<file path="config.mk">
export PLATFORM = sky130hd
export DESIGN_NAME = text_ram_arbiter
export DESIGN_NICKNAME = d
export VERILOG_FILES = /design/src/rtl/text_ram_arbiter.sv
export SDC_FILE = /design/constraint.sdc
export NUM_CORES = 1
export LEC_CHECK = 0
export CAP_MARGIN = 15
export CELL_PAD_IN_SITES_DETAIL_PLACEMENT = 0
export CELL_PAD_IN_SITES_GLOBAL_PLACEMENT = 1
export CORE_UTILIZATION = 42
export CTS_BUF_LIST = sky130_fd_sc_hd__clkbuf_8 sky130_fd_sc_hd__clkbuf_16
export DETAILED_ROUTE_END_ITERATION = 6
export GPL_ROUTABILITY_DRIVEN = 1
export PLACE_DENSITY_LB_ADDON = 0.1
export REMOVE_ABC_BUFFERS = 1
export SLEW_MARGIN = 5
export SYNTH_ARGS = -nofsm -noshare
export SYNTH_HDL_FRONTEND = slang
export SYNTH_SLANG_ARGS = --single-unit
</file>
<file path="constraint.sdc">
create_clock -name clk -period 4 [get_ports clk]
set_input_delay 0.6 -clock clk [delete_from_list [all_inputs] [get_ports clk]]
set_output_delay 0.6 -clock clk [all_outputs]
set_load 0.02 [all_outputs]
</file>
<file path="src/rtl/text_ram_arbiter.sv">
// text_ram_arbiter
//   Shares one single-port character RAM between the display scan, a host
//   port and the clear-screen sequencer. Priority per cycle:
//   display > clear > host FIFO head. Read data is steered back to the
//   requester by a registered owner tag.
// Ports:
//   clk, clr_n                     clock, async active-low reset
//   disp_req/addr, disp_valid/data display reads, fixed 1-cycle latency
//   host_valid/ready/we/addr/wdata host requests into a 2-entry FIFO
//   host_rvalid/rdata              host read responses
//   clr_screen, clearing, clear_done  clear sequencer control/status
//   ram_en/we/addr/wdata, ram_rdata   shared RAM port (1-cycle read latency)
module text_ram_arbiter #(
  parameter int                DEPTH      = 2400,
  parameter int                ADDR_W     = 12,
  parameter int                DATA_W     = 6,
  parameter logic [DATA_W-1:0] CLEAR_CODE = 6'h3F
) (
  input  logic              clk,
  input  logic              clr_n,
  input  logic              disp_req,
  input  logic [ADDR_W-1:0] disp_addr,
  output logic              disp_valid,
  output logic [DATA_W-1:0] disp_data,
  input  logic              host_valid,
  output logic              host_ready,
  input  logic              host_we,
  input  logic [ADDR_W-1:0] host_addr,
  input  logic [DATA_W-1:0] host_wdata,
  output logic              host_rvalid,
  output logic [DATA_W-1:0] host_rdata,
  input  logic              clr_screen,
  output logic              clearing,
  output logic              clear_done,
  output logic              ram_en,
  output logic              ram_we,
  output logic [ADDR_W-1:0] ram_addr,
  output logic [DATA_W-1:0] ram_wdata,
  input  logic [DATA_W-1:0] ram_rdata
);

  typedef struct packed {
    logic              we;
    logic [ADDR_W-1:0] addr;
    logic [DATA_W-1:0] wdata;
  } hreq_t;

  typedef enum logic [1:0] {TAG_NONE = 2'd0, TAG_DISP = 2'd1, TAG_HOST = 2'd2} tag_e;
  typedef enum logic {S_IDLE = 1'b0, S_CLEAR = 1'b1} state_e;

  localparam logic [ADDR_W:0]   DEPTH_X = (ADDR_W+1)'(DEPTH);
  localparam logic [ADDR_W-1:0] LAST    = ADDR_W'(DEPTH-1);

  state_e            state;
  logic [ADDR_W-1:0] clr_cnt;
  tag_e              tag_q;
  hreq_t             ent0, ent1, hin;
  logic [1:0]        cnt;
  logic              run_q;
  logic [DATA_W-1:0] disp_last, host_last;

  logic disp_in, head_in, full, enq, host_issue, host_go, head_rd;

  assign hin        = {host_we, host_addr, host_wdata};
  assign disp_in    = {1'b0, disp_addr} < DEPTH_X;
  assign head_in    = {1'b0, ent0.addr} < DEPTH_X;
  assign full       = (cnt == 2'd2);
  // run_q keeps host_ready low while reset is asserted.
  assign host_ready = run_q && !full && !clearing;
  assign enq        = host_valid && host_ready;
  // Out-of-range heads still dequeue here; they just never touch the RAM.
  assign host_issue = (cnt != 2'd0) && !disp_req && !clearing;
  assign host_go    = host_issue && head_in;
  assign head_rd    = host_issue && !ent0.we;

  // RAM port: combinational from this cycle's winner.
  always_comb begin
    ram_en    = 1'b0;
    ram_we    = 1'b0;
    ram_addr  = '0;
    ram_wdata = '0;
    if (disp_req) begin
      if (disp_in) begin
        ram_en   = 1'b1;
        ram_addr = disp_addr;
      end
    end else if (clearing) begin
      ram_en    = 1'b1;
      ram_we    = 1'b1;
      ram_addr  = clr_cnt;
      ram_wdata = CLEAR_CODE;
    end else if (host_go) begin
      ram_en    = 1'b1;
      ram_we    = ent0.we;
      ram_addr  = ent0.addr;
      ram_wdata = ent0.we ? ent0.wdata : '0;
    end
  end

  // Clear sequencer; the counter only advances on cycles display leaves free.
  always_ff @(posedge clk or negedge clr_n) begin
    if (!clr_n) begin
      state      <= S_IDLE;
      clr_cnt    <= '0;
      clearing   <= 1'b0;
      clear_done <= 1'b0;
    end else begin
      clear_done <= 1'b0;
      case (state)
        S_IDLE: if (clr_screen) begin
          state    <= S_CLEAR;
          clr_cnt  <= '0;
          clearing <= 1'b1;
        end
        S_CLEAR: if (!disp_req) begin
          if (clr_cnt == LAST) begin
            state      <= S_IDLE;
            clr_cnt    <= '0;
            clearing   <= 1'b0;
            clear_done <= 1'b1;
          end else begin
            clr_cnt <= clr_cnt + 1'b1;
          end
        end
        default: state <= S_IDLE;
      endcase
    end
  end

  // 2-entry host FIFO; ent0 is always the head.
  always_ff @(posedge clk or negedge clr_n) begin
    if (!clr_n) begin
      cnt   <= '0;
      ent0  <= '0;
      ent1  <= '0;
      run_q <= 1'b0;
    end else begin
      run_q <= 1'b1;
      case ({enq, host_issue})
        2'b10: begin
          if (cnt == 2'd0) ent0 <= hin;
          else             ent1 <= hin;
          cnt <= cnt + 2'd1;
        end
        2'b01: begin
          ent0 <= ent1;
          cnt  <= cnt - 2'd1;
        end
        2'b11: begin
          if (cnt == 2'd1) ent0 <= hin;
          else begin
            ent0 <= ent1;
            ent1 <= hin;
          end
        end
        default: ;
      endcase
    end
  end

  // Response steering. Owner gets ram_rdata live; the other port shows its
  // held value. Out-of-range reads load a zero into the hold register so
  // the response cycle reads back 0.
  always_ff @(posedge clk or negedge clr_n) begin
    if (!clr_n) begin
      tag_q       <= TAG_NONE;
      disp_valid  <= 1'b0;
      host_rvalid <= 1'b0;
      disp_last   <= '0;
      host_last   <= '0;
    end else begin
      disp_valid  <= disp_req;
      host_rvalid <= head_rd;
      if (disp_req)               tag_q <= disp_in ? TAG_DISP : TAG_NONE;
      else if (host_go && !ent0.we) tag_q <= TAG_HOST;
      else                        tag_q <= TAG_NONE;
      if (tag_q == TAG_DISP)  disp_last <= ram_rdata;
      if (disp_req && !disp_in) disp_last <= '0;
      if (tag_q == TAG_HOST)  host_last <= ram_rdata;
      if (head_rd && !head_in) host_last <= '0;
    end
  end

  assign disp_data  = (tag_q == TAG_DISP) ? ram_rdata : disp_last;
  assign host_rdata = (tag_q == TAG_HOST) ? ram_rdata : host_last;

endmodule

</file>
==> metrics.cfg <==
[synthesis]
synth_flop_cell=dfrtp_1
synthTopCellsByArea=dfrtp_1 50%, mux2_2 8.4%, a22oi_1 6.5%, nand2_1 3.9%, nor2_1 3.7%
ys_warn_count=0
syn_inst=347
avgSynthCellArea_um2=10.4
synth_area_um2=3600
yosysUniqueCellTypes=45
synth_largest_area_cell=dfrtp_1
synth-edff-count=0
async_flop_share_pct=100
synth_seq_area_share_pct=50.1
synth_seq_cells=72
netlist.area_leader.share_pct=50.1

[setup_path]
cp_cell_sequence=clkdlybuf4s50_1 -> nor3_4 -> o211a_1 -> a21o_1 -> o21a_1 -> clkdlybuf4s50_1
crit_path_max_incr_delay_ps=600
startpoint_type=input port
end_kind=output pin
worstPathRequired_ps=3400
critPathBufInv=2
crit_family=buffers and inverters
arrival_ps=2690
critPathMostFrequentCell=clkdlybuf4s50_1
slowest_stage=clkdlybuf4s50_1
crit_fanout=7
worstSetupPathType=input port to output pin

[cts]
cts_tree=yes
ctsHtreeMaxLevel=3
cts_made_buffers=9
clock_sinks=72
clk_pin_slew_worst_paths_ps=80
ctsResizeCount=0
worstSkewPairLatency_ps=350
cts_buffer_depth=2
cts_hold_buffers=0
cts_root_buf=clkbuf_8
post-cts-setup-buffers=0

[route]
wirelength_um=8380
drc=0
first_pass_iters=4
ant_nets=0
vias=2890
avgViaCountPerCell=5.42
drt-initial-drc-count=104
post_drt_wl_per_cell_um=15.7

[placed_design]
gp_congestion=0.802
dp_cells=517
io_buffers=78
hpwl_um=5800

[global_routing]
antenna_found_initial=0
grt_overflow_total=0
grt.busiest_layer=met2
grt_max_degree=43
use_met3_pct=4.91
grt_pass1_vias=2727
grt_pass1_wl_um=13400
grt_usage_pct=19.8
met1_usage_pct=26.7
gr-usage-met2_pct=31.5

[pwr]
powerDensity_nw_per_um2=563
p_leak_uw=0.00203
vdd.ir_drop.worst_uv=286

[final_layout]
layout-drive-gt1-share_pct=13.6
seqCellArea_um2=1800
final_nets=472
nFillCells=746
area_delta_synth_final_pct=29.5
antenna_cells=0
multi_input_area_um2=1640
finalCoreUtilization_pct=56.4
final_cells=533

[timing]
fmax_ghz=0.304
fin_crit_ps=3290
drv_slew=0
slew_headroom_pct=37.1
worst_pin_slew_ps=939
rsz0062_at_grt=no
post-route-period-util_pct=82.3
setup_violations=0
fin_skew_ps=12.2
hold_viol=0
hold_ws_ps=295
setup_tns_ps=0

[floorplanning]
die_w_um=94.6
die_height_um=94.6
dieArea_um2=8940
start_util_pct=43.6
core_area_um2=8260
row_count=33
num_io_pins=79

[hold_path]
worst_hold_path_type=input port to asynchronous set/reset pin

[job]
drv_cap=0

[status]
status=finished clean

## cell type report
class,count,share of cell area [%]
clock buffers,9,2.66
clock inverters,7,2.20
inverters,10,0.806
multi-input cells,246,35.2
flip-flops and latches,72,38.7
well taps,105,2.82
repair buffers,84,17.6
## sequential cells by signal (all words and copies together), names as in the netlist, 2 cells and up
name,count
ent0,19
clr_cnt,12
ent1,19
host_last,6
cnt,2
disp_last,6
tag_q,2
## layer usage
metal / share of wire, % / vias to the layer above / wire [µm]
li1: - / 1403 / -
met1: 47 / 1397 / 3960
met2: 47 / 85 / 3920
met3: 5.3 / 5 / 445
met4: 0.74 / 0 / 62
met5: 0 / - / 0
## cells by family after synthesis
| kind of cell | Yosys count | synth area share, % |
|---|---|---|
| and+or+nand+nor | 106 | 13.9 |
| AOI/OAI and AO/OA | 97 | 18.6 |
| DFF | 72 | 50.1 |
| muxes | 33 | 10.1 |
| buffers and inverters | 29 | 4.31 |
| adders and majority gates | 7 | 2.43 |
| xor gates and xnor gates | 2 | 0.487 |
| other | 1 | 0.104 |
## report_power, final
part	internal (µW)	switching, µW	total, µW
registers	977	176	1150
logic	413	401	814
clock network	358	298	656
total	1750	875	2620
## per-stage QoR
| step | instance area [µm²] | setup slack [ps] | total power [µW] |
|---|---|---|---|
| after floorplan | 3480 | 1150 | 1640 |
| after global placement | 4430 | 740 | 1970 |
| after detailed placement | 4430 | 723 | 1990 |
| after CTS | 4660 | 710 | 2650 |
| after global routing | 4660 | 582 | 2780 |
| final | 4660 | 706 | 2620 |
## synth_stat cells (5+ instances only)
| cell | count |
|---|---|
| a21oi_1 | 24 |
| a22oi_1 | 31 |
| buf_2 | 7 |
| clkbuf_1 | 5 |
| dfrtp_1 | 72 |
| ha_1 | 7 |
| inv_1 | 9 |
| mux2_2 | 27 |
| mux2i_1 | 6 |
| nand2_1 | 37 |
| nand4_1 | 5 |
| nor2_1 | 35 |
| nor2b_1 | 7 |
| o21a_1 | 8 |
| o21ai_0 | 11 |
| o31a_1 | 6 |
## path summary, 6_finish.rpt
path                           from  slack, ps  cells after the start           end
max in group asynchronous     clr_n       2710                      2       ent1[6]
min reg2reg                  cnt[0]        510                      1        cnt[0]
max reg2reg                  cnt[0]       1370                     10      ent0[17]
min                           clr_n        300                      1  disp_last[4]
min in group clk             cnt[0]        510                      1        cnt[0]
max                        disp_req        710                      6  ram_wdata[2]
## cells in the final DEF, fill, tap and decap left out, types with 3 or more instances in the layout
cell type / netlist / routed
clkdlybuf4s50_1: 0 / 77
dfrtp_1: 72 / 72
nand2_1: 37 / 37
nor2_1: 35 / 35
a22oi_1: 31 / 31
mux2_2: 27 / 27
a21oi_1: 24 / 24
o21ai_0: 11 / 11
inv_1: 9 / 9
clkbuf_8: 0 / 9
o21a_1: 8 / 8
nor2b_1: 7 / 7
ha_1: 7 / 7
mux2i_1: 6 / 6
o31a_1: 6 / 6
buf_4: 4 / 6
nand4_1: 5 / 5
nand3_1: 4 / 4
o211a_1: 3 / 3
a31oi_1: 3 / 3
(Power assumes the default switching activity.)
